### src/rtl/mw_add_seq.sv
// Multi-word add sequencer: splits two wide operands into WIDTH-bit chunks,
// feeds them LSW first to an external combinational adder, ripples the carry
// through a register between chunks, and presents the assembled result with
// a valid/ready handshake.
module mw_add_seq #(
  parameter int WIDTH = 4,
  parameter int WORDS = 4
) (
  input  logic                   clk,
  input  logic                   rst,
  input  logic                   in_valid,
  output logic                   in_ready,
  input  logic [WIDTH*WORDS-1:0] in_a,
  input  logic [WIDTH*WORDS-1:0] in_b,
  input  logic                   in_cin,
  output logic [WIDTH-1:0]       add_a,
  output logic [WIDTH-1:0]       add_b,
  output logic                   add_cin,
  input  logic [WIDTH-1:0]       add_sum,
  input  logic                   add_cout,
  output logic                   out_valid,
  input  logic                   out_ready,
  output logic [WIDTH*WORDS-1:0] out_sum,
  output logic                   out_cout,
  output logic                   busy
);

  localparam int TW = WIDTH * WORDS;
  // Keep the chunk index at least one bit wide so WORDS=1 still elaborates.
  localparam int IW = (WORDS > 1) ? $clog2(WORDS) : 1;
  localparam logic [IW-1:0] LAST_IDX = IW'(WORDS - 1);

  typedef enum logic [1:0] {
    IDLE = 2'd0,
    RUN  = 2'd1,
    DONE = 2'd2
  } state_t;

  state_t        state;
  state_t        state_nxt;
  logic [IW-1:0] idx;
  logic          carry;
  logic [TW-1:0] a_reg;
  logic [TW-1:0] b_reg;
  logic [TW-1:0] sum_reg;
  logic [TW-1:0] sum_nxt;

  // Handshake and status flags decode directly from the state register.
  assign in_ready  = (state == IDLE);
  assign out_valid = (state == DONE);
  assign busy      = (state != IDLE);

  // State register.
  always_ff @(posedge clk) begin
    if (rst) begin
      state <= IDLE;
    end else begin
      state <= state_nxt;
    end
  end

  // Next-state logic: accept in IDLE, walk all chunks in RUN, wait for consumer in DONE.
  always_comb begin
    state_nxt = state;
    case (state)
      IDLE: begin
        if (in_valid) state_nxt = RUN;
        else          state_nxt = IDLE;
      end
      RUN: begin
        if (idx == LAST_IDX) state_nxt = DONE;
        else                 state_nxt = RUN;
      end
      DONE: begin
        if (out_ready) state_nxt = IDLE;
        else           state_nxt = DONE;
      end
      default: state_nxt = IDLE;
    endcase
  end

  // Partial sum with the current adder chunk merged in at the active index.
  always_comb begin
    sum_nxt = sum_reg;
    sum_nxt[idx*WIDTH +: WIDTH] = add_sum;
  end

  // Adder drive: the selected operand chunks during RUN, quiet zeros otherwise.
  always_comb begin
    add_a   = '0;
    add_b   = '0;
    add_cin = 1'b0;
    if (state == RUN) begin
      add_a   = a_reg[idx*WIDTH +: WIDTH];
      add_b   = b_reg[idx*WIDTH +: WIDTH];
      add_cin = carry;
    end else begin
      add_a   = '0;
      add_b   = '0;
      add_cin = 1'b0;
    end
  end

  // Datapath: operand capture, per-chunk sum/carry collection, result publish.
  // out_sum/out_cout are separate so the previous result survives the next RUN.
  always_ff @(posedge clk) begin
    if (rst) begin
      idx      <= '0;
      carry    <= 1'b0;
      a_reg    <= '0;
      b_reg    <= '0;
      sum_reg  <= '0;
      out_sum  <= '0;
      out_cout <= 1'b0;
    end else begin
      case (state)
        IDLE: begin
          if (in_valid) begin
            a_reg <= in_a;
            b_reg <= in_b;
            carry <= in_cin;
            idx   <= '0;
          end
        end
        RUN: begin
          sum_reg <= sum_nxt;
          carry   <= add_cout;
          if (idx == LAST_IDX) begin
            out_sum  <= sum_nxt;
            out_cout <= add_cout;
          end else begin
            idx <= idx + IW'(1);
          end
        end
        default: begin
        end
      endcase
    end
  end

endmodule

### config.mk
export PLATFORM = sky130hd
export DESIGN_NAME = mw_add_seq
export DESIGN_NICKNAME = d
export VERILOG_FILES = /design/src/rtl/mw_add_seq.sv
export SDC_FILE = /design/constraint.sdc
export NUM_CORES = 1
export LEC_CHECK = 0
export CORE_MARGIN = 3
export CORE_UTILIZATION = 40
export CTS_BUF_LIST = sky130_fd_sc_hd__clkbuf_4 sky130_fd_sc_hd__clkbuf_8
export CTS_CLUSTER_DIAMETER = 40
export DETAILED_ROUTE_END_ITERATION = 8
export PLACE_DENSITY = 0.75
export SLEW_MARGIN = 20
export SYNTH_ARGS = -nofsm -noshare
export SYNTH_HDL_FRONTEND = slang
export SYNTH_SLANG_ARGS = --single-unit
### constraint.sdc
create_clock -name clk -period 2.21 [get_ports clk]
set_clock_uncertainty 0.1 [all_clocks]
set_input_delay 0.221 -clock clk [delete_from_list [all_inputs] [get_ports clk]]
set_output_delay 0.221 -clock clk [all_outputs]
set_load 0.01 [all_outputs]
; ---- Yosys cells after proc, flatten, opt, wreduce, memory -nomap -nowiden
; Index checks and enable logic that the tools add are counted.
; W data, S select, Z words.
[totals]
output_inout_bits = 29
reg_bits = 70
[op_classes]
n_shift = 4
add_sub_neg = 2
n_reduce_logical = 7
eq_ne = 5
n_mux = 13
[op_table]
columns = op, count
row1 = $neg A4 Y34, 1
row2 = $shift A4 B34 Y16 const A, 1
row3 = $shiftx A4 B34 Y16, 1
row4 = $shiftx A16 B5 Y4, 2
row5 = $bwmux W16, 1
row6 = $mux W2, 4
row7 = $mux W4, 2
row8 = $pmux W2 S3, 1
row9 = $reduce_and A2 Y1, 3
row10 = $eq A2 B2 Y1 const B, 2
row11 = $ne A2 B2 Y1 const B, 2
row12 = $pmux W2 S2, 1
row13 = $reduce_bool A2 Y1, 2
row14 = $mux W1, 3
row15 = $reduce_and A3 Y1, 1
row16 = $add A2 B1 Y2 const B, 1
row17 = $eq A2 B1 Y1 const B, 1
row18 = $logic_not A2 Y1, 1
row19 = $pmux W1 S2, 1

; ---- Longest topological paths before layout
; Gate-level depths: netlist (run 1).
[depth]
word_depth = 3
depth_mapped = 9
ltp_nobuf = 5

; ---- Worst setup path before layout (run 1)
; Ideal clock, no wire load.
[synth_timing]
kind = register -> register
start = register idx[1]
end = register out_sum[3]
path_buffers = 3
required_ns = 1.978
synth_period_minus_slack_ns = 2.067
stages_incl_launch_ff = 9
setup_ns = 0.132
t_arrival_ns = 1.835
path_slack_ns = 0.143
cell_sequence = dfxtp_1 clkbuf_1 inv_1 ha_1 buf_4 and4bb_2 buf_2 a221oi_1 nor3_1
[synth_via]
elab_chain_len = 3
[synth_rtl]
columns = element, line
row1 = "start, declared", 41  ; logic [IW-1:0] idx;
row2 = "start signal, assigned", 132  ; idx <= idx + IW'(1);
row3 = $neg A4 Y34, 85  ; sum_nxt[idx*WIDTH +: WIDTH] = add_sum;
row4 = $shiftx A4 B34 Y16 or $shift A4 B34 Y16 (tied branches), 85
row5 = $bwmux W16, 85
row6 = "end signal, assigned", 129  ; out_sum <= sum_nxt;
row7 = "end, declared", 23  ; output logic [WIDTH*WORDS-1:0] out_sum,
; Several ways; a longest one is shown, not always the timed one.
; A chain may end at the register's enable or synchronous reset.

; ---- Worst setup path after layout (run 1)
[layout_timing]
start = register idx[0]
end = output add_a[3]
[layout_via]
elab_chain_len = 2
[layout_rtl]
columns = element, line
row1 = $shiftx A16 B5 Y4, 94  ; add_a = a_reg[idx*WIDTH +: WIDTH];
row2 = $mux W4, 93  ; if (state == RUN) begin
row3 = "end, declared", 16  ; output logic [WIDTH-1:0] add_a,
; No other way between the ends.

==> results.toml, run 1 <==
[worst_setup_path]
critPathArrivalTime_ps = 1820
end_kind = "output port"
cp_num_cells = 4
worst-path-buf-inv = 2
criticalPathCategory = "register to output port"
crit_family = "multiplexers"
slowest_delay_ps = 550
cp_slowest_cell = "mux4_1"
required_ps = 1890
crit_fanout = 8
path_cells = "buf_6, mux4_1, and2_1, dlygate4sd2_1"
r2r_end = "out_sum[9]"
regToRegSetupSlack_ps = 330
startpoint_type = "register"
r2r_start = "idx[0]"
rr_worst_depth = 7

[synth]
ys_top_cells_by_count = "nand2_1 (71), dfxtp_1 (66), a21oi_1 (38)"
syn-num-nets = 383
synthCells = 336
synth_ff_type = "dfxtp_1"
yosys.area.top_type = "dfxtp_1"
synth-seq-cells = 66
synthesis.area_um2 = 3030
yosysMostFrequentCell = "nand2_1"
synthArstFlopShare_pct = 0
synth.yosys.seq_area_share_pct = 43.5
synth_cell_types = 36
yosys_warnings = 0
ys_top_cells_by_area = "dfxtp_1 (44%), nand2_1 (8.8%), mux4_1 (6.9%)"
synth_area_per_cell_um2 = 9.03
synth_edf_count = 0
yosysTopAreaCellShare_pct = 43.5

[final_layout]
drive_gt1_share_pct = 10.5
n_fill_cell = 687
antenna_cells = 0
syn2layout_area_growth_pct = 31.3
nets = 450
layoutNonFillerInstCount = 507
utilization_pct = 54.6

[route]
wl_um = 6830
vias_per_cell = 5.09
drtIter0Drc = 105
final_antenna_net_count = 0
drc_errors = 0
wl_per_cell_um = 13.5
num_vias = 2581
dr.pass1.iters = 4

[place]
pre_cts_ws_ps = 195
place_hpwl_um = 4960
placed_cells = 491
gp_congestion = 0.782
numPortBuffers = 70

[floorplan]
fp.coreArea_um2 = 7290
io_pins = 71
die_y_um = 93.1
start_util_pct = 41.6
dieArea_um2 = 8670
die_x_um = 93.1
rows = 31

[worst_hold_path]
hold_path_end = "sum_reg[0]"
hold_depth = 2
hp-class = "primary input to register"
worstHoldStart = "rst"

[global_routing]
grt_pass1_wl_um = 11100
grt_max_degree = 40
grt_pass1_vias = 2331
antenna_found_initial = 0
grtUsageTotal_pct = 16.2
grt_overflow = 0

[clock_tree]
path_clk_slew_ps = 70
root_buffer = "clkbuf_8"
cts_tree = "yes"
clock_path_buffers = 2
clock_latency_ps = 350
cts_setup_buffers = 0
cts_buffers = 9
cts_sinks = 66
htree_levels = 3

[pwr]
p_clk_share_pct = 37.9
p_seq_share_pct = 48.2
finalPower_mw = 2.62
pwr-share-comb_pct = 13.9
switching_power_mw = 0.679
vdd.ir_drop.worst_mv = 0.416
leakagePower_nw = 1.49
p_int_mw = 1.94
p_per_area_nw_per_um2 = 657
switching_share_pct = 26.0

[sta]
worst_slew_pin_slew_ps = 676
slew_headroom_pct = 54.9
period_share_pct = 96.8
finalSetupViolCount = 0
fin_setup_tns_ps = 0
fmax_ghz = 0.467
drv_slew = 0
finalHoldViolations = 0
min_period_ps = 2140
worst_slack_ps = 70.8
rsz0062_at_grt = "false"

[outcome]
status = "finished clean"

[job]
max_cap_viol_count = 0
==> how the worst max path moves through the flow <==
stage / to / startpoint / slack, ps
5_1_grt: add_b[0] / idx[0] / 9
6_report: add_a[3] / idx[0] / 70
3_3_place_gp: add_b[3] / idx[0] / 200
2_1_floorplan: out_sum[3] / idx[1] / 140
3_5_place_dp: add_a[3] / idx[0] / 190
4_1_cts: add_a[3] / idx[0] / 30
==> power groups by stage <==
stage	sequential, mW	combinational, mW	clock, mW
CTS	1.26	0.366	1.01
global route	1.27	0.398	1.07
detailed placement	1.29	0.367	0
global placement	1.28	0.361	0
floorplan	1.28	0.236	0
finish	1.26	0.364	0.992
==> cells in the final DEF (no fill, tap or decap), types with 2 or more instances in the layout <==
cell type,count
and2b_1,2
inv_1,13
ha_1,5
a311oi_1,8
nor2_1,18
nand2b_1,13
clkinv_4,2
nand2_1,71
buf_4,13
clkbuf_8,9
nor2b_1,3
dlygate4sd2_1,8
a221oi_1,4
mux4_1,8
nor3_1,5
nor3b_4,2
nand3b_1,2
and2_1,11
nand4_1,14
o32ai_1,9
dfxtp_2,2
clkinv_2,3
a32oi_1,4
clkdlybuf4s50_1,61
a21oi_1,38
dfxtp_1,64
==> layout make-up <==
| cell class | instances | area (um^2) | area share [%] |
|---|---|---|---|
| Clock buffer | 9 | 124 | 3.11 |
| Timing Repair Buffer | 85 | 815 | 20.4 |
| Clock inverter | 7 | 70.1 | 1.76 |
| Tap cell | 99 | 124 | 3.11 |
| Sequential cell | 66 | 1320 | 33.2 |
| Multi-Input combinational cell | 228 | 1480 | 37.1 |
| Inverter | 13 | 48.8 | 1.22 |
==> metal layers <==
layer  GRT usage, %  wire length (um)  up-vias
li1               -                 -     1317
met1           20.6              2990     1168
met2           26.0              3290       85
met3           3.94               420       11
met4           7.33               129        0
met5              0                 0        -
==> through the flow <==
| step | hold slack (ps) | cell area, um^2 |
|---|---|---|
| after floorplan | 257 | 3030 |
| after global placement | 338 | 3790 |
| after detailed placement | 346 | 3790 |
| after CTS | 285 | 3980 |
| after global routing | 308 | 3980 |
| final | 292 | 3980 |
==> what timing repair did <==
item / in CTS / in global routing
resized for setup: 9 / 2
hold buffers: 0 / 0
pin swaps: 0 / 0
endpoints found under the setup margin: 8 / 6
==> cell families (layout without fill, tap and decap cells) <==
| group | after synthesis | count (layout) | share of synthesized area, % |
|---|---|---|---|
| AND/OR/NAND/NOR | 149 | 149 | 25.0 |
| AO/OA/AOI/OAI | 66 | 66 | 14.5 |
| flip-flops | 66 | 66 | 43.5 |
| buffers and inverters | 42 | 114 | 7.92 |
| multiplexers | 8 | 8 | 6.93 |
| adder cells (fa/ha/maj) | 5 | 5 | 2.06 |
(Power assumes the default switching activity.)
==> inputs of run 2 (changes only) <==
--- a/config.mk
+++ b/config.mk
@@ -10,6 +10,7 @@
 export CTS_BUF_LIST = sky130_fd_sc_hd__clkbuf_4 sky130_fd_sc_hd__clkbuf_8
 export CTS_CLUSTER_DIAMETER = 40
 export DETAILED_ROUTE_END_ITERATION = 8
+export GPL_TIMING_DRIVEN = 0
 export PLACE_DENSITY = 0.75
 export SLEW_MARGIN = 20
 export SYNTH_ARGS = -nofsm -noshare
==> run 2 against run 1 <==
Core utilization up 1.9 points. Via count up 3.8%. Global-route usage up 1.8 points. Wire length up 12%. Clock power about the same. Sequential share of layout area down 1.1 points. Sequential cell count unchanged. Worst setup slack worse by 8.2 ps. Die area unchanged. Critical path depth unchanged. Final cell count up 3.0%. Fmax down 0.38%. Critical endpoint is now add_a[1].
==> results.toml, run 2 (synthesis results as in run 1) <==
[global_routing]
grt_pass1_wl_um = 12300
grt_overflow = 0
grtUsageTotal_pct = 18.0
grt_max_degree = 11
grt_pass1_vias = 2719
antenna_found_initial = 0

[route]
wl_per_cell_um = 14.6
num_vias = 2680
drtIter0Drc = 105
wl_um = 7630
drc_errors = 0
vias_per_cell = 5.13
final_antenna_net_count = 0
dr.pass1.iters = 5

[final_layout]
syn2layout_area_growth_pct = 35.8
mostFrequentLayoutCell = "nand2_1"
drive_gt1_share_pct = 12.8
nets = 466
layout_common_cells = "nand2_1 (71), dfxtp_1 (65), clkdlybuf4s50_1 (61)"
antenna_cells = 0
utilization_pct = 56.5

[worst_setup_path]
crit_family = "multiplexers"
regToRegSetupSlack_ps = 140
crit_fanout = 5
startpoint_type = "register"
criticalPathCategory = "register to output port"
slowest_delay_ps = 540
end_kind = "output port"
required_ps = 1890
critPathArrivalTime_ps = 1830
worst-path-buf-inv = 2
cp_slowest_cell = "mux4_1"
path_cells = "buf_8, mux4_1, and2_1, dlygate4sd2_1"

[sta]
worst_slack_ps = 62.6
fmax_ghz = 0.466
period_share_pct = 97.2
slew_headroom_pct = 67.9
drv_slew = 0
min_period_ps = 2150
finalHoldViolations = 0
finalSetupViolCount = 0
worst_slew_pin_slew_ps = 481

[pwr]
finalPower_mw = 2.67
switching_share_pct = 24.6
p_seq_share_pct = 47.3
pwr-share-comb_pct = 15.4
p_clk_share_pct = 37.3
p_int_mw = 2.01
vdd.ir_drop.worst_mv = 0.343
switching_power_mw = 0.656
p_per_area_nw_per_um2 = 647
leakagePower_nw = 1.54

[place]
numPortBuffers = 70
place_hpwl_um = 5600
gp_congestion = 0.784
pre_cts_ws_ps = -270

[clock_tree]
clock_latency_ps = 330
cts_sinks = 66
clock_path_buffers = 2
hold_buffers = 0
path_clk_slew_ps = 60
root_buffer = "clkbuf_8"
cts_buffers = 9
htree_levels = 3
cts_tree = "yes"

[job]
max_cap_viol_count = 0

[floorplan]
dieArea_um2 = 8670
die_x_um = 93.1
start_util_pct = 41.6
fp.coreArea_um2 = 7290
die_y_um = 93.1
io_pins = 71
rows = 31

[worst_hold_path]
hp-class = "primary input to register"

[outcome]
status = "finished clean"
==> run 2: cell count changes in the layout (fill, tap and decap cells not counted), moves of 5 or more <==
| cell | previous run | this run |
|---|---|---|
| clkbuf_1 | 0 | 8 |
| buf_4 | 13 | 7 |
| buf_2 | 1 | 6 |
| buf_6 | 1 | 6 |
| clkdlybuf4s15_1 | 0 | 5 |
==> run 2: final timing paths <==
| check | cells past startpoint | endpoint | start |
|---|---|---|---|
| worst min-delay path | 3 | b_reg[6] | in_b[6] |
| worst max register to register | 7 | out_sum[3] | idx[1] |
| worst max-delay path | 4 | add_a[1] | idx[0] |
| worst min register to register | 2 | b_reg[13] | b_reg[13] |
==> run 2: repair_timing <==
action | 4_1_cts | 5_1_grt
setup buffers | 0 | 2
resized for setup | 19 | 13
setup endpoints to repair | 20 | 12
cloned | 1 | 0
pin swaps | 0 | 1
==> run 2: worst register-to-register path, delay by kind of cell, from the launching register on <==
family	cells	cell delay, ps
buffers and inverters	3	490
AND/OR/NAND/NOR	2	400
flip-flops	1	370
adder cells (fa/ha/maj)	1	310
AO/OA/AOI/OAI	1	270
==> run 2: cell type report <==
type / instances / area, um^2
plain buffers: 28 / 206
clock buffers: 12 / 153
clock inverters: 3 / 40.0
fillers: 698 / 3170
inverters: 13 / 48.8
multi-input cells: 228 / 1500
flip-flops and latches: 66 / 1330
well taps: 99 / 124
repair buffers: 73 / 726
==> run 2: metrics by stage <==
stage | cell area (um^2) | TNS (ps) | hold slack, ps | std cells
after floorplan | 3030 | 0 | 257 | 336
after global placement | 3860 | -897 | 337 | 505
after detailed placement | 3860 | -1410 | 343 | 505
after CTS | 4070 | 0 | 314 | 521
after global routing | 4120 | -3.66 | 319 | 522
final | 4120 | 0 | 329 | 522
==> run 2: power groups by stage <==
stage	Sequential, mW	Clock [mW]	Combinational [mW]
6_report	1.26	0.993	0.411
4_1_cts	1.26	1.01	0.400
3_3_place_gp	1.28	0	0.387
5_1_grt	1.27	1.07	0.448
2_1_floorplan	1.28	0	0.236
3_5_place_dp	1.28	0	0.395
==> run 2: layer usage <==
metal	wire length, um	global-route usage, %	vias to the layer above
met5	0	0	-
met4	91	5.49	0
met3	376	5.23	9
met2	3950	32.9	65
met1	3210	20.1	1262
li1	-	-	1344
